`src/rtl/reg_file.sv`:
```
// ----------------------------------------------------------------------------
// reg_file
//   General-purpose register file: 2**ADDR_W registers of DATA_W bits with
//   register 0 hardwired to zero. It provides two combinational read ports
//   with write-before-read bypass and one synchronous write port. A debug read
//   port shows architectural state only, without bypass. A 16-bit counter
//   tracks committed writes.
//
// Ports
//   clk      in   1       rising-edge clock
//   rst_n    in   1       asynchronous active-low reset (clears all state)
//   we       in   1       write enable
//   waddr    in   ADDR_W  write register index (destination select rt/rd)
//   wdata    in   DATA_W  write data (writeback select ALU/memory)
//   raddr1   in   ADDR_W  read port 1 index (rs)
//   raddr2   in   ADDR_W  read port 2 index (rt)
//   rdata1   out  DATA_W  read port 1 data (bypassed)
//   rdata2   out  DATA_W  read port 2 data (bypassed)
//   dbg_addr in   ADDR_W  debug read index
//   dbg_data out  DATA_W  debug read data (stored state only)
//   wr_count out  16      committed writes, excluding writes to register 0
// ----------------------------------------------------------------------------
module reg_file #(
    parameter int unsigned DATA_W = 32,
    parameter int unsigned ADDR_W = 5
) (
    input  logic              clk,
    input  logic              rst_n,
    input  logic              we,
    input  logic [ADDR_W-1:0] waddr,
    input  logic [DATA_W-1:0] wdata,
    input  logic [ADDR_W-1:0] raddr1,
    input  logic [ADDR_W-1:0] raddr2,
    output logic [DATA_W-1:0] rdata1,
    output logic [DATA_W-1:0] rdata2,
    input  logic [ADDR_W-1:0] dbg_addr,
    output logic [DATA_W-1:0] dbg_data,
    output logic [15:0]       wr_count
);

    localparam int unsigned NREG = 2 ** ADDR_W;

    logic [DATA_W-1:0] regs_q [NREG];
    logic [15:0]       wr_count_q;
    logic [15:0]       wr_count_d;
    logic              commit;

    // A write takes effect only when enabled and not aimed at register 0.
    assign commit     = we && (waddr != '0);
    assign wr_count_d = wr_count_q + 16'd1;

    always_ff @(posedge clk or negedge rst_n) begin
        if (!rst_n) begin
            regs_q     <= '{default: '0};
            wr_count_q <= '0;
        end else if (commit) begin
            regs_q[waddr] <= wdata;
            wr_count_q    <= wr_count_d;
        end
    end

    // Reads: index 0 forced to zero, then bypass the in-flight write so the
    // decode stage sees writeback data in the same cycle. Reset forces zero
    // on every read path, bypass included.
    always_comb begin
        rdata1   = '0;
        rdata2   = '0;
        dbg_data = '0;
        if (rst_n) begin
            if (raddr1 != '0) begin
                rdata1 = (commit && (waddr == raddr1)) ? wdata : regs_q[raddr1];
            end
            if (raddr2 != '0) begin
                rdata2 = (commit && (waddr == raddr2)) ? wdata : regs_q[raddr2];
            end
            if (dbg_addr != '0) begin
                dbg_data = regs_q[dbg_addr];
            end
        end
    end

    assign wr_count = wr_count_q;

endmodule

```
`config.mk`:
```
export PLATFORM = sky130hd
export DESIGN_NAME = reg_file
export DESIGN_NICKNAME = d
export VERILOG_FILES = /design/src/rtl/reg_file.sv
export SDC_FILE = /design/constraint.sdc
export NUM_CORES = 2
export LEC_CHECK = 0
export CAP_MARGIN = 20
export CORE_UTILIZATION = 50
export CTS_BUF_LIST = sky130_fd_sc_hd__clkbuf_2
export CTS_CLUSTER_SIZE = 14
export DETAILED_ROUTE_END_ITERATION = 6
export PLACE_DENSITY_LB_ADDON = 0.2
export SLEW_MARGIN = 20
export SYNTH_ARGS = -nofsm -noshare
export SYNTH_HDL_FRONTEND = slang
export SYNTH_SLANG_ARGS = --single-unit
```
`constraint.sdc`:
```
create_clock -name clk -period 4 [get_ports clk]
set_input_delay 0.6 -clock clk [delete_from_list [all_inputs] [get_ports clk]]
set_output_delay 0.6 -clock clk [all_outputs]
set_load 0.1 [all_outputs]
```
== Word-level counts from Yosys, hierarchy flattened ==
Cells that the tools add are included.
Storage, ports and cells
  register bits after elaboration: 1040
  bits of input ports: 55
  output and inout port bits: 112
  word-level logic and storage cells: 73
Cells by class
  $add $sub $neg: 1
  order comparisons: 5
  eq/ne operators: 2
  multiplexer cells: 20
  bitwise logic cells: 4
  reduce and logical (&&, ||, !) cells: 8
Operators by type and width (count)
  1024-bit bitwise mux: 1
  32-bit binary-select mux with 5-bit select: 3
  32-bit 2-to-1 mux: 15
  32-bit demux with 5-bit select: 1
  6-bit greater-or-equal comparator, second input constant: 4
  5-bit inverter with 6-bit output: 4
  5-bit nonzero test: 4
  16-bit by 1-bit adder with 16-bit output, second input constant: 1
  5-bit equality test: 2
  6-bit by 1-bit less-than comparator with 1-bit output, second input constant: 1
  1-bit logical AND: 4

== Logic depth before layout (Yosys ltp) ==
  depth after elaboration: 7
  depth in mapped cells: 10

== Worst setup path before layout ==
No wires, ideal clock.
  kind: input -> output
  start: input raddr2[1]
  end: output rdata2[28]
  data arrival time: 3.301 ns
  path slack: 0.099 ns
  stages: 9
  buffers on the path: 4
  cell sequence: buf_2 > buf_4 > buf_4 > nand2b_1 > clkbuf_1 > o221ai_1 > a21oi_1 > o21a_1 > o211ai_1
On the way
  cells in the longest elaborated chain, start to end: 7
  elaborated cells between the ends (all ways): 10
  those cells by class: eq/ne (1); mux (6); bitwise (1); reduce/logical (2)
RTL lines
  start, declared: RTL line 33  | input logic [ADDR_W-1:0] raddr2,
  5-bit inverter with 6-bit output (implied by the code): RTL line 74  | rdata2 = (commit && (waddr == raddr2)) ? wdata : regs_q[raddr2];
  32-bit binary-select mux with 5-bit select: RTL line 74
  32-bit 2-to-1 mux (implied by the code) (2 in series): RTL line 74
  32-bit 2-to-1 mux: RTL line 74
  32-bit 2-to-1 mux *: RTL line 73  | if (raddr2 != '0) begin
  32-bit 2-to-1 mux *: RTL line 69  | if (rst_n) begin
  end, declared: RTL line 35  | output logic [DATA_W-1:0] rdata2,
Every way passes the cells marked *; elsewhere a longest branch is shown, timed or not. The select of a mux whose other input is x is not followed.

== Worst setup path after layout ==
  start: register regs_q[266] in the netlist's numbering
  end: output rdata1[10]
On the way
  cells in the longest elaborated chain, start to end: 6
RTL lines
  start, declared: RTL line 43  | logic [DATA_W-1:0] regs_q [NREG];
  start signal, assigned by index: RTL line 57  | regs_q[waddr] <= wdata;
  32-bit binary-select mux with 5-bit select: RTL line 71  | rdata1 = (commit && (waddr == raddr1)) ? wdata : regs_q[raddr1];
  32-bit 2-to-1 mux (implied by the code) (2 in series): RTL line 71
  32-bit 2-to-1 mux: RTL line 71
  32-bit 2-to-1 mux: RTL line 70  | if (raddr1 != '0) begin
  32-bit 2-to-1 mux: RTL line 69
  end, declared: RTL line 34  | output logic [DATA_W-1:0] rdata1,
No other way between the ends. The select of a mux whose other input is x is not followed.

==> summary.txt <==
============================================================================================
Status                                                                          complete, but fails checks
Failing checks                                                                  setup timing
Post-synthesis async set-or-reset flop share                                            100%
Total of flip-flops plus latches after synthesis                                       1,040
Post-synthesis compound-gate area fraction                                             5.25%
Setup WS post-layout                                                               -0.280 ns
EDFF count, synth                                                                          0
Minimum setup slack after placement                                              -0.00228 ns
Setup Viol. Count Final                                                                   77
Number of I/O port buffers                                                               166
Fmax                                                                                 234 MHz
Synthesized-area fraction occupied by xor and xnor cells                              0.344%
Final ANT Viol Nets                                                                        0
Clock latency at the later pin of the worst-skew pair                                1.66 ns
Setup_tns                                                                           -7.48 ns
Crit Path Max Fanout                                                                       2
Remaining DRCs                                                                             0
Final hold violations                                                                      0
Core area                                                                        126,000 um2
Ratio of total power to cell area                                                 445 nW/um2
Worst path required time                                                             3.40 ns
Proportion of synthesized chip area in sequential cells                                40.8%
Multiplexer fraction of the synthesized cell area                                      47.3%
Startpoint type of the worst setup path                                             register
Cell chain of the critical path                                                 mux4_2, o22ai_2, nor2_4, a32oi_1, buf_4, nand2_4, buf_12
Total chip power                                                                     33.1 mW
DRT Wirelength                                                                        243 mm
Final weighted congestion in routability-driven placement                              0.902
Startpoint of the worst-slack reg-to-reg timing path                             wr_count[0]
Period utilization                                                                      107%
Gate count after technology mapping                                                    4,373
GR Overflow Total                                                                          0
TritonCTS clock tree                                                                    done
First-pass GRT wire length                                                            350 mm
Syn. warnings                                                                              0
Kind of end point of the critical path                                           output port
Average size of a mapped cell                                                       14.6 um2
Total clock buffers created by CTS                                                       299
Top Ports                                                                                167
Reported leakage power                                                               31.7 nW
Beginning of the critical path                                                   regs_q[266]
DP Wirelength                                                                         145 mm
Die span in y                                                                         359 um
Actual slew at the worst max-slew pin                                                1.20 ns
Slowest-stage cell, CP                                                          sky130_fd_sc_hd__mux4_2
Area Growth Syn to Fin                                                                 16.8%
Worst min path class                                                                in2async
Buffers & Inverters on Critical Path                                                       2
1st-iter DRT viols                                                                     6,331
Pre-Repair DR Iteration Count                                                              6
Depth of the CTS H-tree                                                                    5
Main combinational cell family by area after synthesis                          multiplexers
Initial core utilization                                                               50.5%
Clock-pin slew on the worst setup and hold paths                                     0.10 ns
Post-synthesis cell type count                                                            55
Die Outline Area                                                                 129,000 um2
Worst endpoint data arrival time                                                     3.68 ns
Share of cells above drive strength 1                                                  61.2%
Max Cap Violations                                                                         0
Final Skew                                                                         0.0182 ns
Final instance count without filler cells                                              6,558
Pin count of the biggest net entering global routing                                     100
Maximum cell stage delay along the critical path                                     0.52 ns
Post-layout instance area                                                         74,400 um2
Predominant post-synthesis flop cell                                            sky130_fd_sc_hd__dfrtp_1
Fraction of the mapped netlist area in adder cells                                   0.0196%
Total GRT Usage                                                                        37.8%
Fin. max-slew vios                                                                         0
Buffers from clock root to sink, at most                                                   4
Final critical delay including setup and external delays                             4.28 ns
Count of vias placed by the detailed router                                           47,800
Root Buffer                                                                     sky130_fd_sc_hd__clkbuf_2
Maximum vdd drop                                                                    0.326 mV
Headroom to the max-slew limit                                                         19.8%
Clk sinks                                                                              1,040
Vias per inst                                                                           7.29
Final routed wire length divided by cell count                                       37.0 um
Mapped Nets                                                                            4,429
Area after DPL                                                                    69,500 um2
Initial antenna violation count                                                            4
Placed Cells                                                                           5,959
Die Span X                                                                            359 um
Net count reported at finish                                                           4,767
Row count                                                                                130
Basic-gate share of the synthesized area counting and, or, nand and nor cells          2.46%
RSZ-0062 raised after global routing                                                     yes
Netlist area before placement                                                     63,700 um2
Number of global-route vias before repair                                             48,100
CP delay by family, top                                                         multiplexers
Worst Path Class, Setup                                                              reg2out
============================================================================================
## stage by stage
step	utilization (%)	hold slack, ns
floorplan	-	0.304
global placement	55.1	0.397
detailed placement	55.1	0.404
CTS	58.6	0.0268
global route	59.0	0.132
finish	59.1	0.236
## cell usage in the layout, fill, tap and decap left out, drive strengths merged, types with 5 or more instances in the layout
cell type,count
a211o,32
a211oi,9
a21oi,70
a221o,22
a221oi,11
a32oi,32
and2,9
and3,5
buf,471
clkbuf,440
clkdlybuf4s50,53
clkinv,47
dfrtp,1040
diode,7
dlygate4sd3,33
inv,10
mux2,1049
mux2i,201
mux4,724
nand2,76
nand2b,25
nand3,39
nand3b,16
nor2,94
nor2b,5
nor3,24
o211ai,12
o21a,12
o21ai,56
o221ai,53
o22ai,149
o32ai,11
or2,8
or4,12
xnor2,18
xor2,7
## path summary, 6_finish.rpt
path | to | slack [ns] | depth (start not counted)
setup reg to reg | wr_count[5] | 2.35 | 5
hold / removal | regs_q[645] | 0.24 | 4
min in group clk | regs_q[596] | 0.25 | 3
max in group asynchronous | regs_q[240] | 2.12 | 6
setup / recovery | rdata1[10] | -0.28 | 7
hold reg to reg | regs_q[1004] | 0.43 | 0
## where the power goes
group	internal (mW)	total [mW]	switching, mW
Sequential	12.5	14.5	1.98
Combinational	5.76	10.8	5.07
Clock	3.12	7.83	4.70
Total	21.4	33.1	11.8
## cells in the mapped netlist (3+ instances only)
cell type	number	area, um2
sky130_fd_sc_hd__nand3_1	39	195
sky130_fd_sc_hd__nand4_1	3	18.8
sky130_fd_sc_hd__a221oi_1	11	96.3
sky130_fd_sc_hd__o32ai_1	11	96.3
sky130_fd_sc_hd__nor3b_1	4	30.0
sky130_fd_sc_hd__o22ai_1	149	932
sky130_fd_sc_hd__a211o_1	32	280
sky130_fd_sc_hd__o21ai_0	22	110
sky130_fd_sc_hd__mux2i_1	201	2010
sky130_fd_sc_hd__mux2_2	1048	11800
sky130_fd_sc_hd__and3_1	5	31.3
sky130_fd_sc_hd__o21ai_1	33	165
sky130_fd_sc_hd__o221ai_1	53	464
sky130_fd_sc_hd__o211ai_1	12	90.1
sky130_fd_sc_hd__or4_1	12	90.1
sky130_fd_sc_hd__o21a_1	12	90.1
sky130_fd_sc_hd__buf_6	13	146
sky130_fd_sc_hd__or2_2	6	37.5
sky130_fd_sc_hd__nor3_1	24	120
sky130_fd_sc_hd__and2_1	9	56.3
sky130_fd_sc_hd__buf_2	137	686
sky130_fd_sc_hd__nand2_1	76	285
sky130_fd_sc_hd__nor2b_1	5	31.3
sky130_fd_sc_hd__a21oi_1	70	350
sky130_fd_sc_hd__mux4_2	724	16300
sky130_fd_sc_hd__inv_1	5	18.8
sky130_fd_sc_hd__a221o_1	22	220
sky130_fd_sc_hd__clkbuf_1	276	1040
sky130_fd_sc_hd__xnor2_1	18	158
sky130_fd_sc_hd__a32oi_1	32	280
sky130_fd_sc_hd__dfrtp_1	1040	26000
sky130_fd_sc_hd__nand3b_1	16	120
sky130_fd_sc_hd__buf_4	36	270
sky130_fd_sc_hd__xor2_1	7	61.3
sky130_fd_sc_hd__nor2_1	94	353
sky130_fd_sc_hd__nand2b_1	25	156
sky130_fd_sc_hd__buf_1	63	236
sky130_fd_sc_hd__a211oi_1	9	67.6
## timing repair
action	CTS	global route
pin swaps	115	55
gates cloned	0	1
hold endpoints to repair	1484	0
setup buffers	52	20
resized for setup	250	68
hold buffers	35	0
endpoints found under the setup margin	99	96
## metal layers
| layer | up-vias | share of wire (%) | track usage [%] |
|---|---|---|---|
| met5 | - | 0.051 | 0.518 |
| met4 | 6 | 5.1 | 18.4 |
| met3 | 754 | 14 | 15.4 |
| met2 | 3388 | 44 | 53.8 |
| met1 | 25400 | 38 | 50.1 |
| li1 | 18200 | - | - |
## sequential cells by signal, indices dropped and copies added, names as in the netlist
signal	count
regs_q	1024
wr_count	16
## cell type report
cell class,instances,area [um2]
Timing Repair Buffer,564,6660
Inverter,7,28.8
Clock inverter,54,317
Fill cell,9814,51600
Clock buffer,437,2190
Tap cell,1650,2060
Multi-Input combinational cell,2799,37100
Antenna cell,7,17.5
Sequential cell,1040,26000
## cells by family after synthesis
family | after synthesis
AND/OR/NAND/NOR | 323
buffers and inverters | 534
multiplexers | 1974
adder cells (fa/ha/maj) | 1
AO/OA/AOI/OAI | 476
flip-flops | 1040
XOR/XNOR | 25
## tightest hold or removal path, cell delays in order
cell	delay, ns
sky130_fd_sc_hd__buf_8	0.16
sky130_fd_sc_hd__dlygate4sd3_1	0.94
sky130_fd_sc_hd__buf_12	0.28
sky130_fd_sc_hd__buf_4	0.32
Power figures use the tool's default switching activity.
